File: config.mk
export PLATFORM = sky130hd
export DESIGN_NAME = alu_sequencer
export DESIGN_NICKNAME = d
export VERILOG_FILES = /design/src/rtl/seq_pkg.sv /design/src/rtl/seq_regfile.sv /design/src/rtl/alu_sequencer.sv
export SDC_FILE = /design/constraint.sdc
export NUM_CORES = 1
export LEC_CHECK = 0
export BUFFER_PORTS_ARGS = -buffer_cell sky130_fd_sc_hd__buf_2
export CAP_MARGIN = 20
export CORE_UTILIZATION = 56
export DETAILED_ROUTE_END_ITERATION = 8
export HOLD_SLACK_MARGIN = 0.03
export PLACE_DENSITY = 0.88
export SKIP_CTS_REPAIR_TIMING = 1
export SLEW_MARGIN = 20
export SYNTH_ARGS = -nofsm -noshare
export SYNTH_HDL_FRONTEND = slang
export SYNTH_SLANG_ARGS = --single-unit
File: constraint.sdc
create_clock -name clk -period 3 [get_ports clk]
set_clock_uncertainty 0.1 [all_clocks]
set_input_delay 0.3 -clock clk [delete_from_list [all_inputs] [get_ports clk]]
set_output_delay 0.3 -clock clk [all_outputs]
set_load 0.01 [all_outputs]
File: src/rtl/seq_pkg.sv
// Shared definitions for the ALU sequencer: opcodes, FSM state codes,
// instruction field positions and flag indices.
package seq_pkg;

  localparam logic [3:0] OP_NOP   = 4'h0;
  localparam logic [3:0] OP_ADD   = 4'h1;
  localparam logic [3:0] OP_SUB   = 4'h2;
  localparam logic [3:0] OP_NAND  = 4'h3;
  localparam logic [3:0] OP_SHL   = 4'h4;
  localparam logic [3:0] OP_SHR   = 4'h5;
  localparam logic [3:0] OP_OUT   = 4'h6;
  localparam logic [3:0] OP_IN    = 4'h7;
  localparam logic [3:0] OP_MOV   = 4'h8;
  localparam logic [3:0] OP_STORE = 4'h9;
  localparam logic [3:0] OP_LOADI = 4'hA;
  localparam logic [3:0] OP_BZ    = 4'hB;
  localparam logic [3:0] OP_BN    = 4'hC;
  localparam logic [3:0] OP_JMP   = 4'hD;
  localparam logic [3:0] OP_HALT  = 4'hE;

  typedef logic [2:0] state_t;
  localparam state_t FETCH    = 3'd0;
  localparam state_t DECODE   = 3'd1;
  localparam state_t EXEC     = 3'd2;
  localparam state_t WAIT_IN  = 3'd3;
  localparam state_t WAIT_OUT = 3'd4;
  localparam state_t HALT     = 3'd5;

  localparam int OP_MSB  = 15;
  localparam int OP_LSB  = 12;
  localparam int RD_MSB  = 11;
  localparam int RD_LSB  = 10;
  localparam int RS_MSB  = 9;
  localparam int RS_LSB  = 8;
  localparam int IMM_MSB = 7;
  localparam int IMM_LSB = 0;

  localparam int FLAG_Z = 1;
  localparam int FLAG_N = 0;

  function automatic logic is_alu_op(input logic [3:0] op);
    case (op)
      OP_ADD, OP_SUB, OP_NAND, OP_SHL, OP_SHR, OP_MOV: is_alu_op = 1'b1;
      default:                                         is_alu_op = 1'b0;
    endcase
  endfunction

endpackage

File: src/rtl/seq_regfile.sv
// 4x8 register file: two combinational read ports, one synchronous write
// port, asynchronous clear.
module seq_regfile (
  input  logic       clk,
  input  logic       rst_n,
  input  logic       we,
  input  logic [1:0] waddr,
  input  logic [7:0] wdata,
  input  logic [1:0] raddr_a,
  input  logic [1:0] raddr_b,
  output logic [7:0] rdata_a,
  output logic [7:0] rdata_b
);

  logic [7:0] regs_r [4];

  // register storage with async clear
  always_ff @(posedge clk or negedge rst_n) begin
    if (!rst_n) begin
      for (int i = 0; i < 4; i++) regs_r[i] <= 8'h00;
    end else if (we) begin
      regs_r[waddr] <= wdata;
    end
  end

  assign rdata_a = regs_r[raddr_a];
  assign rdata_b = regs_r[raddr_b];

endmodule

File: src/rtl/alu_sequencer.sv
// Multi-cycle fetch/decode/execute controller for the external 8-bit ALU.
// All outputs are registered; their next values are computed one state ahead.
module alu_sequencer
  import seq_pkg::*;
#(
  parameter int              PC_W     = 8,
  parameter logic [PC_W-1:0] RESET_PC = {PC_W{1'b0}}
) (
  input  logic            clk,
  input  logic            rst_n,
  output logic [PC_W-1:0] imem_addr,
  input  logic [15:0]     imem_rdata,
  output logic [3:0]      alu_sel,
  output logic [7:0]      alu_a,
  output logic [7:0]      alu_b,
  input  logic [7:0]      alu_y,
  input  logic [1:0]      alu_flag,
  output logic            dmem_we,
  output logic [7:0]      dmem_addr,
  output logic [7:0]      dmem_wdata,
  input  logic [7:0]      in_data,
  input  logic            in_valid,
  output logic            in_ready,
  output logic [7:0]      out_data,
  output logic            out_valid,
  input  logic            out_ready,
  output logic [1:0]      flags,
  output logic            halted
);

  state_t          state_r, state_nx_s;
  logic [PC_W-1:0] pc_r, pc_nx_s, target_s;
  logic [15:0]     ir_r, ir_nx_s;
  logic [1:0]      flags_nx_s;
  logic [3:0]      op_s, dec_op_s, alu_sel_nx_s;
  logic [7:0]      alu_a_nx_s, alu_b_nx_s, dmem_addr_nx_s, dmem_wdata_nx_s, out_data_nx_s;
  logic            dmem_we_nx_s, in_ready_nx_s, out_valid_nx_s, halted_nx_s;
  logic            rf_we_s;
  logic [7:0]      rf_wdata_s, rdata_a_s, rdata_b_s;
  logic [1:0]      raddr_a_s, raddr_b_s;

  assign op_s      = ir_r[OP_MSB:OP_LSB];
  assign dec_op_s  = imem_rdata[OP_MSB:OP_LSB];
  assign target_s  = PC_W'(ir_r[IMM_MSB:IMM_LSB]);
  assign imem_addr = pc_r;
  // In DECODE the operands are read from the incoming word so they are ready in EXEC
  assign raddr_a_s = (state_r == DECODE) ? imem_rdata[RD_MSB:RD_LSB] : ir_r[RD_MSB:RD_LSB];
  assign raddr_b_s = (state_r == DECODE) ? imem_rdata[RS_MSB:RS_LSB] : ir_r[RS_MSB:RS_LSB];

  seq_regfile u_regfile (
    .clk     (clk),
    .rst_n   (rst_n),
    .we      (rf_we_s),
    .waddr   (ir_r[RD_MSB:RD_LSB]),
    .wdata   (rf_wdata_s),
    .raddr_a (raddr_a_s),
    .raddr_b (raddr_b_s),
    .rdata_a (rdata_a_s),
    .rdata_b (rdata_b_s)
  );

  // next-state, register-write and next-output computation
  always_comb begin
    state_nx_s      = state_r;
    pc_nx_s         = pc_r;
    ir_nx_s         = ir_r;
    flags_nx_s      = flags;
    rf_we_s         = 1'b0;
    rf_wdata_s      = 8'h00;
    alu_sel_nx_s    = OP_NOP;
    alu_a_nx_s      = 8'h00;
    alu_b_nx_s      = 8'h00;
    dmem_we_nx_s    = 1'b0;
    dmem_addr_nx_s  = 8'h00;
    dmem_wdata_nx_s = 8'h00;
    in_ready_nx_s   = 1'b0;
    out_valid_nx_s  = 1'b0;
    out_data_nx_s   = 8'h00;
    halted_nx_s     = 1'b0;
    case (state_r)
      FETCH: state_nx_s = DECODE;
      DECODE: begin
        ir_nx_s    = imem_rdata;
        pc_nx_s    = pc_r + PC_W'(1'b1);
        state_nx_s = EXEC;
        if (is_alu_op(dec_op_s)) begin
          alu_sel_nx_s = dec_op_s;
          alu_a_nx_s   = rdata_a_s;
          alu_b_nx_s   = rdata_b_s;
        end else begin
          alu_sel_nx_s = OP_NOP;
        end
        if (dec_op_s == OP_STORE) begin
          dmem_we_nx_s    = 1'b1;
          dmem_addr_nx_s  = imem_rdata[IMM_MSB:IMM_LSB];
          dmem_wdata_nx_s = rdata_a_s;
        end else begin
          dmem_we_nx_s = 1'b0;
        end
      end
      EXEC: begin
        state_nx_s = FETCH;
        case (op_s)
          OP_ADD, OP_SUB, OP_NAND, OP_SHL, OP_SHR, OP_MOV: begin
            rf_we_s    = 1'b1;
            rf_wdata_s = alu_y;
            if (op_s != OP_MOV) flags_nx_s = alu_flag;
            else                flags_nx_s = flags;
          end
          OP_LOADI: begin
            rf_we_s    = 1'b1;
            rf_wdata_s = ir_r[IMM_MSB:IMM_LSB];
          end
          OP_BZ: if (flags[FLAG_Z]) pc_nx_s = target_s; else pc_nx_s = pc_r;
          OP_BN: if (flags[FLAG_N]) pc_nx_s = target_s; else pc_nx_s = pc_r;
          OP_JMP: pc_nx_s = target_s;
          OP_IN: begin
            state_nx_s    = WAIT_IN;
            in_ready_nx_s = 1'b1;
          end
          OP_OUT: begin
            state_nx_s     = WAIT_OUT;
            out_valid_nx_s = 1'b1;
            out_data_nx_s  = rdata_a_s;
          end
          OP_HALT: begin
            state_nx_s  = HALT;
            halted_nx_s = 1'b1;
          end
          default: state_nx_s = FETCH;
        endcase
      end
      WAIT_IN: begin
        if (in_valid) begin
          rf_we_s    = 1'b1;
          rf_wdata_s = in_data;
          state_nx_s = FETCH;
        end else begin
          in_ready_nx_s = 1'b1;
        end
      end
      WAIT_OUT: begin
        if (out_ready) begin
          state_nx_s = FETCH;
        end else begin
          out_valid_nx_s = 1'b1;
          out_data_nx_s  = out_data;
        end
      end
      HALT:    halted_nx_s = 1'b1;
      default: state_nx_s = FETCH;
    endcase
  end

  // state, PC, IR, flags and registered outputs
  always_ff @(posedge clk or negedge rst_n) begin
    if (!rst_n) begin
      state_r    <= FETCH;
      pc_r       <= RESET_PC;
      ir_r       <= 16'h0000;
      flags      <= 2'b00;
      alu_sel    <= 4'h0;
      alu_a      <= 8'h00;
      alu_b      <= 8'h00;
      dmem_we    <= 1'b0;
      dmem_addr  <= 8'h00;
      dmem_wdata <= 8'h00;
      in_ready   <= 1'b0;
      out_valid  <= 1'b0;
      out_data   <= 8'h00;
      halted     <= 1'b0;
    end else begin
      state_r    <= state_nx_s;
      pc_r       <= pc_nx_s;
      ir_r       <= ir_nx_s;
      flags      <= flags_nx_s;
      alu_sel    <= alu_sel_nx_s;
      alu_a      <= alu_a_nx_s;
      alu_b      <= alu_b_nx_s;
      dmem_we    <= dmem_we_nx_s;
      dmem_addr  <= dmem_addr_nx_s;
      dmem_wdata <= dmem_wdata_nx_s;
      in_ready   <= in_ready_nx_s;
      out_valid  <= out_valid_nx_s;
      out_data   <= out_data_nx_s;
      halted     <= halted_nx_s;
    end
  end

endmodule

==> run summary <==
Crit share post-route -> 0.831
Top cells by area, synth -> dfrtp_1, mux2_2, mux2i_1
Routed WL per cell -> 18.4 um
Clock Sinks -> 109
Synth-to-Final Area Change -> 15.2%
R2r endpoint -> alu_b[4]$_DFF_PN0_
Ys flop type -> dfrtp_1
Hold Crit Class -> in2reg
Worst Setup EP -> alu_b[4]$_DFF_PN0_
Routed WL -> 12.2 mm
PD cells -> 971 mW/mm2
Hold_sp -> imem_rdata[0]
Tot Pwr -> 0.00574 W
Crit-path slowest cell -> dfrtp_1
Syn Std Cell Area -> 0.00513 mm2
LEAKAGE -> 2.94 nW
Failing checks -> design-rule violations
Detail Placement HPWL -> 8.54 mm
Fraction of registers with async set/reset -> 1.00
Cells on worst reg2reg path -> 6
Nets -> 588
RSZ-0062 raised after global routing -> no
# port buffers -> 95
DRT Pass-1 Iters -> 8
Register area share after synthesis -> 0.531
CP startpoint -> state_r[2]$_DFFE_PN0P_
Pins over their slew limit -> 0
CP Launch Type -> flip-flop
Most common cell after layout, fill and taps aside -> dfrtp_1
Clock Pin Slew Worst Setup and Hold Paths -> 110 ps
Most frequent cells in the layout -> dfrtp_1, buf_2, nand2_1, mux2_2, mux2i_1
Synth unique cells -> 53
Outcome -> complete, but fails checks
Flops & latches, synth -> 109
Worst Tran Pin Value -> 696 ps
Die width -> 97.7 um
Chip height -> 97.7 um
Clock power share -> 0.163
Filler Cell Count -> 629
CORE AREA -> 0.00881 mm2
Mapped Cells -> 457
Pin count of the biggest net entering global routing -> 64
Yosys top cell by area -> dfrtp_1
First-pass GRT wire length -> 19.6 mm
Crit-path max cell delay -> 530 ps
Die area -> 0.00955 mm2
CTS HTree Levels -> 3
Antenna violations before repair -> 0
Reg2reg setup slack -> 510 ps
Synthesized area per cell -> 11.2 um2
Area share of the largest cell type after synthesis -> 0.531
Final period demand of the worst path -> 2490 ps
Int Pwr -> 0.00335 W
Root buf cell -> clkbuf_8
Comb pwr share -> 0.413
FP Rows -> 34
Overflow after GRT -> 0
Num CTS Buffers -> 9
NetSw -> 0.00239 W
Final GP Congestion -> 0.882
Max FO, Critical Path -> 15
Register share of total power -> 0.423
Crit Path Class -> reg2reg
Fin. Hold Viols -> 0
I/O pins -> 96
Starting Density -> 0.583
Crit. End Element -> flip-flop
Vias in the first global route -> 3853
Final TNS setup -> 0 ps
Layout cells sized above 1 -> 0.296
Yosys warning total -> 0
CTS tree -> done
Syn_nets -> 496
Reg-to-Reg Start -> state_r[2]$_DFFE_PN0P_
Avg Vias per Cell -> 6.10
Headroom to the max-slew limit -> 0.535
Gr usage total -> 0.265
Via count -> 4041
CP Data Arrival Time -> 2620 ps
CTS max path bufs -> 2
EDFF count, synth -> 0
Clk_lat worst skew -> 370 ps
Crit-path cells -> or3b_1 -> mux2i_4 -> buf_4 -> and2b_1 -> a211oi_1 -> a311oi_1
# setup viols final -> 0
Post-route DRC -> 18
Hold Worst Slack -> 20.1 ps
Switching Share -> 0.416
Req. time, crit path -> 3130 ps
DRT iter0 DRCs -> 345
Routed Antenna Nets -> 0
Peak VDD IR -> 464 uV
Max_cap viols -> 0
Antenna diode count -> 0
Max Freq -> 401 MHz
routing by layer:
layer  vias up  track usage  part of all wire
met5         -            0                 0
met4         0        0.119             0.032
met3        31       0.0444             0.069
met2       197        0.429              0.48
met1      1981        0.356              0.42
li1       1832            -                 -
layout make-up:
cell class,instances,area [um2],share of cell area
inverter,8,30.0,0.00508
sequential,109,2730,0.461
clock buffer,9,124,0.0210
clock inverter,7,96.3,0.0163
multi-input combinational,314,2220,0.375
tap,108,135,0.0229
timing repair buffer,107,583,0.0986
how the worst min path moves through the flow:
stage | end | cells past startpoint | slack [ps]
global placement | imem_addr[2]$_DFFE_PN0P_ | 1 | 240
detailed placement | imem_addr[2]$_DFFE_PN0P_ | 1 | 240
global route | alu_sel[3]$_DFF_PN0_ | 2 | 30
finish | ir_r[0]$_DFFE_PN0P_ | 3 | 20
CTS | imem_addr[2]$_DFFE_PN0P_ | 1 | -160
floorplan | alu_a[0]$_DFF_PN0_ | 0 | -100
per-stage QoR:
stage	std cells	utilization	setup slack (ps)	cell area, um2
after floorplan	457	-	836	5130
after CTS	661	0.670	533	5900
after global routing	662	0.671	349	5910
final	662	0.671	507	5910
after global placement	645	0.645	683	5680
after detailed placement	645	0.645	584	5680
cells in the mapped netlist (9+ instances only):
cell type  count
nand2_1       72
nor2b_1       13
a211oi_1      10
and2_1        16
a21oi_1       17
mux2_2        32
clkbuf_1      12
mux2i_1       27
dfrtp_1      109
o21ai_0        9
nor2_1        21
a32oi_1        9
power groups by stage:
stage | registers, W | clock network (W) | logic, W
after floorplan | 0.00226 | 0 | 0.00188
after global placement | 0.00239 | 0 | 0.00221
after detailed placement | 0.00242 | 0 | 0.00232
after CTS | 0.00240 | 0.000945 | 0.00235
after global routing | 0.00249 | 0.00101 | 0.00258
final | 0.00243 | 0.000937 | 0.00237
sequential cells by signal (all words and copies together), names as in the netlist:
signal and flops:
dmem_wdata 8, flags 2, alu_a 8, ir_r 16, halted 1, dmem_addr 8
imem_addr 8, alu_sel 4, in_ready 1, state_r 3, out_valid 1, alu_b 8
out_data 8, dmem_we 1, u_regfile.regs_r 32
kinds of logic (layout without fill, tap and decap cells):
group | Yosys count | count (layout) | synth area share
AO/OA/AOI/OAI | 92 | 92 | 0.136
flip-flops | 109 | 109 | 0.531
AND/OR/NAND/NOR | 159 | 159 | 0.157
buffers and inverters | 34 | 131 | 0.0370
multiplexers | 62 | 62 | 0.136
adder cells (fa/ha/maj) | 1 | 1 | 0.00244
worst max-delay path, delay by kind of cell, from the launching register on:
| kind | cells | cell delay, ps |
|---|---|---|
| AND/OR/NAND/NOR | 2 | 670 |
| flip-flops | 1 | 530 |
| multiplexers | 1 | 430 |
| AO/OA/AOI/OAI | 2 | 360 |
| buffers and inverters | 1 | 260 |
(Power assumes the default switching activity.)
